**config.mk**
```make
export PLATFORM = sky130hd
export DESIGN_NAME = fifo_drain_flat
export DESIGN_NICKNAME = d
export VERILOG_FILES = /design/src/rtl/fifo_drain_pkg.sv /design/src/rtl/fifo_drain_if.sv /design/src/rtl/drain_queue.sv /design/src/rtl/drain_queue_chk.sv /design/src/rtl/fifo_drain.sv /design/src/flat_wrapper.sv
export SDC_FILE = /design/constraint.sdc
export NUM_CORES = 1
export LEC_CHECK = 0
export BUFFER_PORTS_ARGS = -buffer_cell sky130_fd_sc_hd__buf_2
export CORE_UTILIZATION = 30
export CTS_BUF_LIST = sky130_fd_sc_hd__clkbuf_4
export CTS_CLUSTER_SIZE = 12
export DETAILED_ROUTE_END_ITERATION = 10
export GPL_ROUTABILITY_DRIVEN = 0
export GPL_TIMING_DRIVEN = 0
export SYNTH_ARGS = -nofsm -noshare
export SYNTH_HDL_FRONTEND = slang
export SYNTH_SLANG_ARGS = --single-unit
```
**constraint.sdc**
```tcl
create_clock -name clk -period 6.3 [get_ports clk]
set_clock_uncertainty 0.1 [all_clocks]
set_input_delay 0.315 -clock clk [delete_from_list [all_inputs] [get_ports clk]]
set_output_delay 0.315 -clock clk [all_outputs]
set_load 0.02 [all_outputs]
```
**src/rtl/fifo_drain_pkg.sv**
```systemverilog
// Shared types and constants for the FIFO read-side drain engine.
package fifo_drain_pkg;

    typedef enum logic [1:0] {
        IDLE  = 2'd0,
        DRAIN = 2'd1,
        FLUSH = 2'd2,
        DONE  = 2'd3
    } state_e;

    localparam int RD_LAT = 2;
    localparam int CNT_W  = 16;
    localparam int INF_W  = $clog2(RD_LAT + 1);

    function automatic logic [INF_W-1:0] popcount_lat(input logic [RD_LAT-1:0] v);
        logic [INF_W-1:0] n;
        n = '0;
        for (int i = 0; i < RD_LAT; i++) begin
            n = n + INF_W'(v[i]);
        end
        return n;
    endfunction

endpackage

```
**src/rtl/fifo_drain_if.sv**
```systemverilog
// FIFO read port plus the downstream valid/ready stream seen by fifo_drain.
interface fifo_drain_if #(parameter int WIDTH = 8);

    logic             fifo_rempty;
    logic             fifo_rinc;
    logic [WIDTH-1:0] fifo_rdata;
    logic             out_valid;
    logic             out_ready;
    logic [WIDTH-1:0] out_data;

    modport master (
        input  fifo_rempty, fifo_rdata, out_ready,
        output fifo_rinc, out_valid, out_data
    );

    modport slave (
        output fifo_rempty, fifo_rdata, out_ready,
        input  fifo_rinc, out_valid, out_data
    );

endinterface

```
**src/rtl/drain_queue.sv**
```systemverilog
// Circular output queue that absorbs FIFO read latency and presents a valid/ready head.
module drain_queue #(
    parameter int WIDTH  = 8,
    parameter int QDEPTH = 4,
    localparam int PTR_W = (QDEPTH > 1) ? $clog2(QDEPTH) : 1,
    localparam int QCW   = $clog2(QDEPTH + 1)
) (
    input  logic             clk,
    input  logic             rst_n,
    input  logic             push,
    input  logic [WIDTH-1:0] push_data,
    input  logic             out_ready,
    output logic             out_valid,
    output logic [WIDTH-1:0] out_data,
    output logic [QCW-1:0]   q_count
);

    logic [WIDTH-1:0] mem_q [QDEPTH];
    logic [WIDTH-1:0] mem_d [QDEPTH];
    logic [PTR_W-1:0] wr_ptr_q, wr_ptr_d;
    logic [PTR_W-1:0] rd_ptr_q, rd_ptr_d;
    logic [QCW-1:0]   q_count_q, q_count_d;
    logic             pop_s;

    function automatic logic [PTR_W-1:0] ptr_inc(input logic [PTR_W-1:0] p);
        if (p == PTR_W'(QDEPTH - 1)) begin
            return '0;
        end else begin
            return p + PTR_W'(1);
        end
    endfunction

    assign pop_s     = (q_count_q != '0) & out_ready;
    assign out_valid = (q_count_q != '0);
    assign out_data  = mem_q[rd_ptr_q];
    assign q_count   = q_count_q;

    // Next-state for storage, pointers and occupancy; simultaneous push/pop keeps the count.
    always_comb begin
        mem_d     = mem_q;
        wr_ptr_d  = wr_ptr_q;
        rd_ptr_d  = rd_ptr_q;
        q_count_d = q_count_q;
        if (push) begin
            mem_d[wr_ptr_q] = push_data;
            wr_ptr_d        = ptr_inc(wr_ptr_q);
        end else begin
            wr_ptr_d = wr_ptr_q;
        end
        if (pop_s) begin
            rd_ptr_d = ptr_inc(rd_ptr_q);
        end else begin
            rd_ptr_d = rd_ptr_q;
        end
        case ({push, pop_s})
            2'b10:   q_count_d = q_count_q + QCW'(1);
            2'b01:   q_count_d = q_count_q - QCW'(1);
            default: q_count_d = q_count_q;
        endcase
    end

    // Queue state registers.
    always_ff @(posedge clk or negedge rst_n) begin
        if (!rst_n) begin
            for (int i = 0; i < QDEPTH; i++) begin
                mem_q[i] <= '0;
            end
            wr_ptr_q  <= '0;
            rd_ptr_q  <= '0;
            q_count_q <= '0;
        end else begin
            mem_q     <= mem_d;
            wr_ptr_q  <= wr_ptr_d;
            rd_ptr_q  <= rd_ptr_d;
            q_count_q <= q_count_d;
        end
    end

    drain_queue_chk #(.QDEPTH(QDEPTH), .QCW(QCW)) u_chk (
        .clk     (clk),
        .rst_n   (rst_n),
        .q_count (q_count_q)
    );

endmodule

```
**src/rtl/drain_queue_chk.sv**
```systemverilog
// Occupancy bound check for the drain output queue.
module drain_queue_chk #(
    parameter int QDEPTH = 4,
    parameter int QCW    = 3
) (
    input logic           clk,
    input logic           rst_n,
    input logic [QCW-1:0] q_count
);

    a_count_bound: assert property (@(posedge clk) disable iff (!rst_n) q_count <= QCW'(QDEPTH));

endmodule

```
**src/rtl/fifo_drain.sv**
```systemverilog
// Frame drain engine: pops FRAME_LEN words from the SRAM FIFO and re-emits them as a stream.
module fifo_drain
    import fifo_drain_pkg::*;
#(
    parameter int WIDTH     = 8,
    parameter int FRAME_LEN = 256,
    parameter int QDEPTH    = 4
) (
    input  logic              clk,
    input  logic              rst_n,
    input  logic              start,
    fifo_drain_if.master      bus,
    output logic              busy,
    output logic              frame_done
);

    localparam int QCW = $clog2(QDEPTH + 1);

    state_e            state_q, state_d;
    logic [CNT_W-1:0]  issued_q, issued_d;
    logic [CNT_W-1:0]  delivered_q, delivered_d;
    logic [RD_LAT-1:0] trk_q, trk_d;
    logic              busy_q, busy_d;
    logic              frame_done_q, frame_done_d;
    logic [QCW-1:0]    q_count_s;
    logic [INF_W-1:0]  inflight_s;
    logic              rinc_s, push_s, hs_s, room_s;

    // Credit check ignores a same-cycle queue pop, so the queue can never overflow.
    assign inflight_s   = popcount_lat(trk_q);
    assign push_s       = trk_q[RD_LAT-1];
    assign hs_s         = bus.out_valid & bus.out_ready;
    assign room_s       = (32'(q_count_s) + 32'(inflight_s)) < 32'(QDEPTH);
    assign rinc_s       = (state_q == DRAIN) & ~bus.fifo_rempty
                        & (issued_q < CNT_W'(FRAME_LEN)) & room_s;
    assign bus.fifo_rinc = rinc_s;
    assign busy         = busy_q;
    assign frame_done   = frame_done_q;

    // FSM next state, frame counters and read-latency tracker.
    always_comb begin
        state_d     = state_q;
        issued_d    = issued_q;
        delivered_d = delivered_q;
        trk_d       = {trk_q[RD_LAT-2:0], rinc_s};
        if (rinc_s) begin
            issued_d = issued_q + CNT_W'(1);
        end else begin
            issued_d = issued_q;
        end
        if (hs_s) begin
            delivered_d = delivered_q + CNT_W'(1);
        end else begin
            delivered_d = delivered_q;
        end
        case (state_q)
            IDLE: begin
                if (start) begin
                    state_d     = DRAIN;
                    issued_d    = '0;
                    delivered_d = '0;
                end else begin
                    state_d = IDLE;
                end
            end
            DRAIN: begin
                if (issued_q == CNT_W'(FRAME_LEN)) begin
                    state_d = FLUSH;
                end else begin
                    state_d = DRAIN;
                end
            end
            FLUSH: begin
                if ((trk_q == '0) && (q_count_s == '0) && (delivered_q == CNT_W'(FRAME_LEN))) begin
                    state_d = DONE;
                end else begin
                    state_d = FLUSH;
                end
            end
            DONE:    state_d = IDLE;
            default: state_d = IDLE;
        endcase
        busy_d       = (state_d != IDLE);
        frame_done_d = (state_d == DONE);
    end

    // Control registers.
    always_ff @(posedge clk or negedge rst_n) begin
        if (!rst_n) begin
            state_q      <= IDLE;
            issued_q     <= '0;
            delivered_q  <= '0;
            trk_q        <= '0;
            busy_q       <= 1'b0;
            frame_done_q <= 1'b0;
        end else begin
            state_q      <= state_d;
            issued_q     <= issued_d;
            delivered_q  <= delivered_d;
            trk_q        <= trk_d;
            busy_q       <= busy_d;
            frame_done_q <= frame_done_d;
        end
    end

    drain_queue #(.WIDTH(WIDTH), .QDEPTH(QDEPTH)) u_queue (
        .clk       (clk),
        .rst_n     (rst_n),
        .push      (push_s),
        .push_data (bus.fifo_rdata),
        .out_ready (bus.out_ready),
        .out_valid (bus.out_valid),
        .out_data  (bus.out_data),
        .q_count   (q_count_s)
    );

endmodule

```
**src/flat_wrapper.sv**
```systemverilog
// flat-port wrapper written by rule: the top's interface ports become plain ports
module fifo_drain_flat import fifo_drain_pkg::*;
#(
    parameter int WIDTH     = 8,
    parameter int FRAME_LEN = 256,
    parameter int QDEPTH    = 4
)
  (clk, rst_n, start, busy, frame_done, bus_fifo_rempty, bus_fifo_rdata, bus_out_ready, bus_fifo_rinc, bus_out_valid, bus_out_data);
  fifo_drain_if #(.WIDTH(WIDTH)) bus_i ();
  input  logic clk;
  input  logic rst_n;
  input  logic start;
  output logic busy;
  output logic frame_done;
  input wire logic [$bits(bus_i.fifo_rempty)-1:0] bus_fifo_rempty;
  input wire logic [$bits(bus_i.fifo_rdata)-1:0] bus_fifo_rdata;
  input wire logic [$bits(bus_i.out_ready)-1:0] bus_out_ready;
  output wire logic [$bits(bus_i.fifo_rinc)-1:0] bus_fifo_rinc;
  output wire logic [$bits(bus_i.out_valid)-1:0] bus_out_valid;
  output wire logic [$bits(bus_i.out_data)-1:0] bus_out_data;
  assign bus_i.fifo_rempty = bus_fifo_rempty;
  assign bus_i.fifo_rdata = bus_fifo_rdata;
  assign bus_i.out_ready = bus_out_ready;
  assign bus_fifo_rinc = bus_i.fifo_rinc;
  assign bus_out_valid = bus_i.out_valid;
  assign bus_out_data = bus_i.out_data;
  fifo_drain #(.WIDTH(WIDTH), .FRAME_LEN(FRAME_LEN), .QDEPTH(QDEPTH)) u_core (.clk(clk), .rst_n(rst_n), .start(start), .bus(bus_i), .busy(busy), .frame_done(frame_done));
endmodule
```
Word level (Yosys, flattened, before mapping)

Index checks and enable logic that the tools add are counted.

Word-level logic and storage cells: 71
Output and inout port bits: 12
Register bits after elaboration: 77

Order comparisons: 5
Add/subtract/negate cells: 8
Multiplexer cells: 19
Reduce and logical (&&, ||, !) cells: 9
Bitwise operators: 7
Eq/ne operators: 10

Operators with widths:

| operator              | count |
|---|---|
| $mux 16               | 6 |
| $add 16x1->16 const B | 2 |
| $bwmux 32             | 1 |
| $eq 16x9->1 const B   | 2 |
| $lt 32x3->1 const B   | 1 |
| $mux 8                | 3 |
| $bmux 8 s2            | 1 |
| $demux 8 s2           | 1 |
| $lt 16x9->1 const B   | 1 |
| $eq 2x2->1 const B    | 6 |
| $pmux 2 s4            | 1 |
| $ge 3x3->1 const B    | 2 |
| $mux 2                | 3 |
| $not 2->3             | 2 |
| $pmux 3 s2            | 1 |
| $add 2x1->2 const B   | 2 |
| $add 3x2->4           | 1 |
| $and 1x1->1           | 4 |
| $eq 2x1->1 const B    | 2 |
| $logic_not 2->1       | 2 |
| $reduce_bool 2->1     | 2 |
| $add 3x1->3 const B   | 1 |
| $logic_and 1x1->1     | 3 |
| $logic_not 3->1       | 1 |
| 6 further kinds       | 7 |

Logic depth before layout (Yosys ltp)

Gate-level depths: netlist (run 1).

Depth in word-level cells: 7
Depth in mapped cells: 9
Depth with buffers taken out: 9

Cells and area by module

From an unflattened synthesis (run 1), not the netlist that was laid out.

Cell total of the unflattened synthesis: 297
Area, all modules: 3641.0 µm²

By module, submodules not included:

| module      | instances | cells an instance | area an instance (µm²) | sequential area each (µm²) |
|---|---|---|---|---|
| fifo_drain  | 1         | 183               | 1843.0                 | 950.9 |
| drain_queue | 1         | 114               | 1798.0                 | 975.9 |

Worst setup path before layout (run 1)

Ideal clock, no wire load.

Kind: flip-flop to flip-flop
Start point: reg u_core.u_queue.q_count_q[1], in the netlist u_core.u_queue.q_count[1]
End point: reg u_core.u_queue.q_count_q[1], in the netlist u_core.u_queue.q_count[1]
Arrival: 1.965 ns
Period minus slack after synthesis: 2.147 ns
Slack: 4.153 ns
Cell stages (with the launch flop): 8
Library setup time: 0.083 ns
Path buffers: 0
Data required time: 6.117 ns
Cells stage by stage: dfrtp_1 -> or3_1 -> nand2_1 -> inv_1 -> ha_1 -> inv_1 -> fa_1 -> o21ai_0

Cells in the longest elaborated chain, start to end: 4
Elaborated cells between the ends (all ways): 8
Classes of those cells: add/sub (2); eq/ne (2); mux (1); bitwise (1); reduce/logical (2)

RTL lines:

| item                                                   | line               | text |
|---|---|---|
| start: declaration                                     | drain_queue.sv:22  | `logic [QCW-1:0] q_count_q, q_count_d;` |
| start signal: assignment                               | drain_queue.sv:75  | `q_count_q <= q_count_d;` |
| $reduce_bool 3->1 (*)                                  | -                  |  |
| via bus_out_valid                                      | flat_wrapper.sv:19 | `output wire logic [$bits(bus_i.out_valid)-1:0] bus_out_valid;` |
| $and 1x1->1 (*)                                        | drain_queue.sv:33  | `assign pop_s = (q_count_q != '0) & out_ready;` |
| $eq 2x1->1 / $eq 2x2->1 (equally long branches)        | drain_queue.sv:55  | `case ({push, pop_s})` |
| $pmux 3 s2 / $reduce_bool 2->1 (equally long branches) | -                  |  |

The timed path passes the listed nets; every way through them passes the cells marked *.
A chain may end at the register's enable or synchronous reset.

Worst setup path after layout (run 1)

Start point: reg u_core.u_queue.q_count_q[0], in the netlist u_core.u_queue.q_count[0]
End point: out bus_fifo_rinc

Cells in the longest elaborated chain, start to end: 3

RTL lines:

| item             | line               | text |
|---|---|---|
| $add 3x2->4      | fifo_drain.sv:33   | `assign room_s = (32'(q_count_s) + 32'(inflight_s)) < 32'(QDEPTH);` |
| $lt 32x3->1      | fifo_drain.sv:33   |  |
| $and 1x1->1      | fifo_drain.sv:35   | `& (issued_q < CNT_W'(FRAME_LEN)) & room_s;` |
| end: declaration | flat_wrapper.sv:18 | `output wire logic [$bits(bus_i.fifo_rinc)-1:0] bus_fifo_rinc;` |

No other way between the ends.

==> summary.md, run 1 <==
| Metric | Value |
|---|---|
| Global-route wire length before repair | 12600 µm |
| Asr flop ratio synth | 1.00 |
| Reg2reg start | u_core.u_queue.q_count[1]$_DFFE_PN0P_ |
| Die H | 111 µm |
| CTS tree | built |
| Net Count, Synth | 324 |
| WS Path Type | register to output pin |
| Reg2reg setup slack | 4.05 ns |
| Fillers | between 1000 and 1500 |
| Full die area | 0.0124 mm² |
| Critical Path RT | 5.88 ns |
| Top Ports | 25 |
| Post-Route Utilization | 0.354 |
| Synthesized area | 0.00359 mm² |
| RR Endpoint | u_core.u_queue.q_count[1]$_DFFE_PN0P_ |
| Largest net degree at the start of global routing | a little over 50 |
| Share of cells above drive strength 1 | 0.256 |
| Routed WL | between 7000 and 8000 µm |
| Drt first-iter violations | 107 |
| Top post-synthesis cells by area | dfrtp_1 54%, mux2_2 10%, mux4_2 5.0% |
| CP Depth | 6 |
| Clk sinks | 77 |
| Quantity of I/O buffers inserted on ports | 24 |
| Post-route clock period utilization | 0.429 |
| Critical-path top delay cell | o2111ai_1 |
| CP Cell Sequence | ha_1, a21oi_1, o2111ai_1, buf_2, inv_1, buf_2 |
| Placed cell count | roughly 470 |
| Critical Path Source Type | register |
| CTS Buf Count | 9 |
| R2R depth | 7 |
| Crit path max-delay family | buffers and inverters |
| Clock period minus worst slack | 2.70 ns |
| # diodes | 0 |
| Maximum fanout along the worst path | 10 |
| Top FF cell, synth | dfrtp_1 |
| Leak pwr | 1.81 nW |
| Worst-skew pair later-pin latency | 0.44 ns |
| Worst VDD drop | about 0.00016 V |
| Nets@finish | 361 |
| Busiest layer in global routing | met2 |
| Syn Inst Count | approximately 300 |
| Max stage delay on crit path | 0.48 ns |
| RSZ-0062 raised after global routing | false |
| Outcome | finished, violations left |
| Met3 Use GR | 0.0435 |
| Chip Width | 111 µm |
| Yosys top cell area share | 0.537 |
| Max_slew headroom | 0.612 |
| Yosys warns | 0 |
| Max cap viols | 0 |
| Worst min path class | input pin to register |
| CTS root buffer | clkbuf_4 |
| Antenna viol nets, final | 0 |
| Drt pass-1 iters | 7 |
| Mean area per synthesized cell | between 10 and 15 µm² |
| Failing checks | DRC |
| Dominant cell type by area after synthesis | dfrtp_1 |
| Post CTS Setup Buffer Count | 0 |
| Via/cell ratio | 5.02 |
| Initial Util | 0.311 |
| Post-DR wirelength/cell | 14.5 µm |
| Post-synth EDFFs | 0 |
| Actual slew at the worst max-slew pin | 0.582 ns |
| M2 GR Usage | 0.207 |
| Final hold vios | 0 |
| Pins Over Slew Limit | 0 |
| CP endpoint kind | output pin |
| Vias in the first global route | 2611 |
| Worst-path clk slew | 0.12 ns |
| Hold endpoint | u_core.u_queue.mem_q[17]$_DFFE_PN0P_ |
| Hold path startpoint | bus_fifo_rdata[1] |
| CP arrival | 2.28 ns |
| CP most frequent cell | buf_2 |
| DR DRC count | 8 |
| Post_cts resized | 0 |
| Synth Register Bits | 77 |
| Fin cells | slightly below 500 |
| Hold depth | 2 |
| GR Util All Layers | 0.130 |
| Total number of vias | 2424 |
| Total gr overflow | 0 |
| CP bufs+invs | 3 |
| Crit path launch | u_core.u_queue.q_count[0]$_DFFE_PN0P_ |
| Post-route setup TNS | 0 ns |
| Met1 usage | 0.166 |
| Fmax achieved | between 300 and 400 MHz |
| Final setup viols | 0 |
| Core footprint | 0.0115 mm² |
| Pwr/cell area | around 430 mW/mm² |
| Cell variety after synth | 37 |
| Sequential area share after synthesis | 0.537 |
| Synthesis-to-layout area growth | 13.7% |
| Row cnt | 39 |
| Final HPWL DP | 4870 µm |
| Clock Path Buffers | 2 |
| H-tree levels | 3 |
| Antenna violations before repair | 0 |
area by class of cell:
type / instances / area, µm² / area share
well taps: 143 / 179 / 0.0439
clock inverters: 5 / 76.3 / 0.0187
flip-flops and latches: 77 / 1930 / 0.473
clock buffers: 10 / 75.1 / 0.0184
plain buffers: 9 / 45.0 / 0.0110
multi-input cells: 199 / 1560 / 0.383
repair buffers: 26 / 160 / 0.0393
inverters: 14 / 52.6 / 0.0129
cells by family after synthesis:
kind of cell	synth area share
XOR/XNOR	0.0269
flip-flops	0.537
AO/OA/AOI/OAI	0.0575
AND/OR/NAND/NOR	0.151
multiplexers	0.156
adder cells (fa/ha/maj)	0.0439
buffers and inverters	0.0272
synth_stat cells (2+ instances only):
| master | instances |
|---|---|
| mux4_2 | 8 |
| o211ai_1 | 2 |
| o31ai_1 | 2 |
| xnor2_1 | 2 |
| nand3_1 | 9 |
| dfrtp_1 | 77 |
| and2_1 | 8 |
| nor4_1 | 7 |
| nand2_1 | 24 |
| a21oi_1 | 15 |
| inv_1 | 14 |
| a21o_1 | 2 |
| ha_1 | 11 |
| and3_1 | 2 |
| xor2_1 | 9 |
| mux2_2 | 32 |
| nor3_1 | 4 |
| clkbuf_1 | 5 |
| nand4_1 | 6 |
| nor2_1 | 16 |
| buf_2 | 3 |
| or4_1 | 4 |
| o21ai_0 | 12 |
| mux2i_1 | 2 |
| or3_1 | 11 |
report_power, final:
group	internal, W	switching [W]
Combinational	0.000316	0.000329
Clock	0.000161	0.000168
Sequential	0.000662	0.000109
Total	0.00114	0.000606
worst max-delay path by stage:
stage and end:
4_1_cts bus_fifo_rinc, 5_1_grt bus_fifo_rinc, 2_1_floorplan u_core.u_queue.q_count[1]$_DFFE_PN0P_, 3_3_place_gp u_core.u_queue.q_count[2]$_DFFE_PN0P_, 3_5_place_dp u_core.u_queue.q_count[1]$_DFFE_PN0P_, 6_report bus_fifo_rinc
worst register-to-register path, delay by kind of cell (launching register included):
kind / cells / cell delay [ns]
flip-flops: 1 / 0.43
adder cells (fa/ha/maj): 2 / 0.63
buffers and inverters: 2 / 0.21
AND/OR/NAND/NOR: 2 / 0.65
AO/OA/AOI/OAI: 1 / 0.16
timing repair:
item	4_1_cts	5_1_grt
hold buffers	1	0
endpoints found under the hold margin	27	0
setup endpoints to repair	0	0
sequential cells by signal, summed over array words and instances (netlist names):
signal / flops
u_core.busy: 1
u_core.delivered_q: 16
u_core.frame_done: 1
u_core.issued_q: 16
u_core.state_q: 2
u_core.trk_q: 2
u_core.u_queue.mem_q: 32
u_core.u_queue.q_count: 3
u_core.u_queue.rd_ptr_q: 2
u_core.u_queue.wr_ptr_q: 2
cells in the final DEF, fill, tap and decap left out, drive strengths merged, types with 11 or more instances in the layout:
cell type	instances
mux2	32
nor2	16
nand2	24
buf	29
clkbuf	15
o21ai	12
dfrtp	77
or3	11
ha	11
inv	14
a21oi	15
metrics by stage:
| step | total power (W) | instance area [µm²] | hold slack (ns) | setup WS, ns |
|---|---|---|---|---|
| final | 0.00174 | 4080 | 0.0460 | 3.60 |
| after CTS | 0.00177 | 4080 | 0.00765 | 3.54 |
| after detailed placement | 0.00144 | 3920 | 0.167 | 4.04 |
| after global routing | 0.00188 | 4080 | 0.0107 | 3.40 |
| after floorplan | 0.00125 | 3590 | -0.0806 | 4.15 |
| after global placement | 0.00140 | 3890 | 0.331 | 4.06 |
routing by layer:
layer | vias up | wire length (µm)
li1 | 1150 | -
met5 | - | 0
met1 | 1214 | 3190
met4 | 0 | 93
met3 | 10 | 363
met2 | 50 | 3360
Note: power is estimated with default switching activity, not from simulation.
==> run 2: changes to the inputs <==
--- a/config.mk
+++ b/config.mk
@@ -5,6 +5,7 @@
 export SDC_FILE = /design/constraint.sdc
 export NUM_CORES = 1
 export LEC_CHECK = 0
+export ABC_AREA = 1
 export BUFFER_PORTS_ARGS = -buffer_cell sky130_fd_sc_hd__buf_2
 export CORE_UTILIZATION = 30
 export CTS_BUF_LIST = sky130_fd_sc_hd__clkbuf_4
==> constraint.sdc (replaced) <==
create_clock -name clk -period 2.65 [get_ports clk]
set_clock_uncertainty 0.1 [all_clocks]
set_input_delay 0.1325 -clock clk [delete_from_list [all_inputs] [get_ports clk]]
set_output_delay 0.1325 -clock clk [all_outputs]
set_load 0.02 [all_outputs]
==> run 2 against run 1 <==
  * The flow now finishes without violations
  * Sequential cell count stayed put
  * Global-route usage is 1.0 points higher
  * Critical path depth stayed put
  * Clock power is 110% higher
  * Utilization is 0.41 points higher
  * Final cell count is 48% higher
  * Register-to-register slack worse by 3.5 ns
  * Sequential power is 84% higher
  * Critical path type unchanged
  * Critical endpoint is now bus_out_data[1]
==> summary.md, run 2 <==
| Metric | Value |
|---|---|
| Combinational share of power | 0.316 (-0.053) |
| Post-route clock period utilization | 0.827 |
| Clk sinks | 77 (unchanged) |
| WS Path Type | register to output pin |
| Critical Path Source Type | register |
| NetSw | 0.00126 W (+110%) |
| Pwr/cell area | 683 mW/mm² (+60%) |
| Pins Over Slew Limit | 0 (unchanged) |
| Adder-cell share of the synthesized area | 0.0405 (-0.00345) |
| Die H | 116 µm (+4.1%) |
| Global-route wire length before repair | 14800 µm (+17%) |
| Fmax achieved | 457 MHz |
| CP endpoint kind | output pin |
| Worst-path clk slew | 0.15 ns (+0.03 ns) |
| Clock Path Buffers | 2 (unchanged) |
| Xor-xnor portion of the synthesized cell area | 0.0113 (-0.0156) |
| H-tree levels | 3 (unchanged) |
| Most frequent cells in the layout | 111 x nand2_1, 80 x nor2_1, 77 x dfrtp_1 |
| Largest regs | u_core.u_queue.mem_q: 32 flops, u_core.delivered_q: 16 flops, u_core.issued_q: 16 flops |
| Sequential area share after synthesis | 0.495 (-0.0421) |
| Final HPWL DP | 6180 µm (+27%) |
| Synthesis-to-layout area growth | 16.1% |
| Clock period minus worst slack | between 2 and 2.5 ns |
| Final setup viols | 0 (unchanged) |
| Cell variety after synth | 29 (-22%) |
| Worst VDD drop | 0.000199 V (+21%) |
| CTS Buf Count | 9 (unchanged) |
| Max reg flops | 32 (unchanged) |
| Final Power | 0.00309 W (+77%) |
| Syn Inst Count | 487 (+63%) |
| Worst min path class | input pin to asynchronous set/reset pin |
| Complex-gate fraction of the synthesized area | 0.118 (+0.0601) |
| Post CTS Setup Buffer Count | 0 (unchanged) |
| Antenna violations before repair | 0 (unchanged) |
| Drt first-iter violations | 185 (+73%) |
| Critical Path RT | 2.42 ns (-3.46 ns) |
| Net Count, Synth | 512 (+58%) |
| RSZ-0062 raised after global routing | false |
| Synthesized area | 0.00389 mm² (+8.5%) |
| Mux cell area share after synthesis | 0 (-0.156) |
| Post-synth EDFFs | 0 (unchanged) |
| Leak pwr | 2.36 nW (+30%) |
| Share of cells above drive strength 1 | 0.120 (-0.136) |
| Quantity of I/O buffers inserted on ports | 24 (unchanged) |
| Post_cts resized | 0 (unchanged) |
| Asr flop ratio synth | 1.00 (unchanged) |
| Vias in the first global route | 3117 (+19%) |
| Reg2reg setup slack | 0.51 ns (-3.54 ns) |
| Sw Share | 0.408 (+0.0611) |
| Synth Register Bits | 77 (unchanged) |
| Full die area | 0.0134 mm² (+8.3%) |
| Maximum fanout along the worst path | 10 (unchanged) |
| CTS root buffer | clkbuf_4 |
| DR DRC count | 0 (-8) |
| Row cnt | 41 (+5.1%) |
| CTS tree | built |
| Antenna viol nets, final | 0 (unchanged) |
| Total number of vias | 3242 (+34%) |
| Yosys warns | 0 (unchanged) |
| Most flops, register | u_core.u_queue.mem_q |
| Count leader, synth | nand2_1 |
| Yosys top cell area share | 0.495 (-0.0421) |
| Simple-gate share of the synthesized area | 0.257 (+0.106) |
| Actual slew at the worst max-slew pin | 0.677 ns (+0.0956 ns) |
| Part of the power in the clock network | 0.224 (+0.035) |
| Drt pass-1 iters | 5 (-2) |
| Post-route setup TNS | 0 ns (unchanged) |
| GR Util All Layers | 0.140 (+0.0103) |
| Commonest cells post-synth | 111 x nand2_1, 80 x nor2_1, 77 x dfrtp_1 |
| Top Ports | 25 (unchanged) |
| Max_slew headroom | 0.547 (-0.0652) |
| Commonest non-fill, non-tap cell in the layout | nand2_1 |
| RR Endpoint | u_core.u_queue.q_count[2]$_DFFE_PN0P_ |
| Dominant cell type by area after synthesis | dfrtp_1 |
| Largest family of logic cells by synthesized area | simple AND/OR/NAND/NOR gates |
| Seq pwr share | 0.460 (+0.018) |
| Max cap viols | 0 (unchanged) |
| Worst-skew pair later-pin latency | 0.43 ns (about the same) |
| Fin cells | 713 (+48%) |
| # diodes | 0 (unchanged) |
| Mean area per synthesized cell | 7.99 µm² (-33%) |
| Internal Power | 0.00183 W (+60%) |
| Nets@finish | 561 (+55%) |
| R2R depth | 10 (+3) |
| Hold WS | 0.114 ns (+0.0680 ns) |
| Total gr overflow | 0 (unchanged) |
| Chip Width | 116 µm (+4.1%) |
| Via/cell ratio | 4.55 (-9.4%) |
| Core footprint | 0.0126 mm² (+9.6%) |
| Initial Util | 0.308 (-0.00305) |
| Top post-synthesis cells by area | dfrtp_1 50%, nand2_1 11%, nor2_1 7.7% |
| Post-DR wirelength/cell | 12.0 µm (-17%) |
| Largest net degree at the start of global routing | 64 (+25%) |
| Top FF cell, synth | dfrtp_1 |
| Reg2reg start | u_core.u_queue.q_count[1]$_DFFE_PN0P_ |
| Placed cell count | 684 (+46%) |
| Final hold vios | 0 (unchanged) |
| Routed WL | 8590 µm (+23%) |
| Outcome | complete, no violations |
| CP arrival | 1.96 ns (-0.32 ns) |
[run 2: logic make-up (layout without fill, tap and decap cells)]
group / count (synthesis) / in the layout
and+or+nand+nor: 228 / 228
adders and majority gates: 12 / 12
xor gates and xnor gates: 5 / 5
AOI/OAI and AO/OA: 88 / 88
buffers and inverters: 77 / 131
DFF: 77 / 77
[run 2: cell type report]
type	instances	area [µm²]
clock buffers	9	67.6
flip-flops and latches	77	1930
plain buffers	10	52.6
inverters	67	251
multi-input cells	333	1660
well taps	172	215
fillers	1343	8100
repair buffers	38	280
clock inverters	7	65.1
[run 2: worst max path at each step]
stage,endpoint,start,slack (ns),depth (start not counted)
2_1_floorplan,u_core.u_queue.q_count[2]$_DFFE_PN0P_,u_core.u_queue.q_count[1]$_DFFE_PN0P_,0.69,10
3_3_place_gp,u_core.u_queue.q_count[2]$_DFFE_PN0P_,u_core.u_queue.q_count[1]$_DFFE_PN0P_,0.56,10
3_5_place_dp,u_core.u_queue.q_count[2]$_DFFE_PN0P_,u_core.u_queue.q_count[1]$_DFFE_PN0P_,0.53,10
4_1_cts,bus_out_data[1],u_core.u_queue.rd_ptr_q[0]$_DFFE_PN0N_,0.43,6
5_1_grt,bus_out_data[6],u_core.u_queue.rd_ptr_q[0]$_DFFE_PN0N_,0.28,5
6_report,bus_out_data[1],u_core.u_queue.rd_ptr_q[0]$_DFFE_PN0N_,0.46,6
[run 2: power by group through the flow]
| stage | Clock, W | Sequential (W) | Combinational, W |
|---|---|---|---|
| 2_1_floorplan | 0 | 0.00140 | 0.000708 |
| 3_3_place_gp | 0 | 0.00144 | 0.000931 |
| 3_5_place_dp | 0 | 0.00144 | 0.000966 |
| 4_1_cts | 0.000727 | 0.00142 | 0.000980 |
| 5_1_grt | 0.000773 | 0.00144 | 0.00111 |
| 6_report | 0.000690 | 0.00142 | 0.000976 |
[run 2: worst max-delay path: stages, from the launching register on]
cell     delay, ns
dfrtp_1       0.40
buf_2         0.17
inv_1         0.20
buf_2         0.29
nor2_1        0.07
o22ai_1       0.21
buf_2         0.20
[run 2: metal layers]
metal  routed length (µm)  global-route usage
met1                 4110               0.179
met2                 4020               0.240
met3                  407              0.0377
met4                   45              0.0248
met5                    0                   0
[run 2: through the flow]
stage               area [µm²]  utilization  setup WS (ns)
global route              4520        0.358          0.283
CTS                       4520        0.358          0.429
finish                    4520        0.358          0.460
global placement          4230        0.335          0.563
detailed placement        4260        0.337          0.533
floorplan                 3890            -          0.692
[run 2: repair_timing]
item | CTS | global route
hold buffers | 13 | 0
endpoints found under the setup margin | 0 | 0
endpoints found under the hold margin | 116 | 0
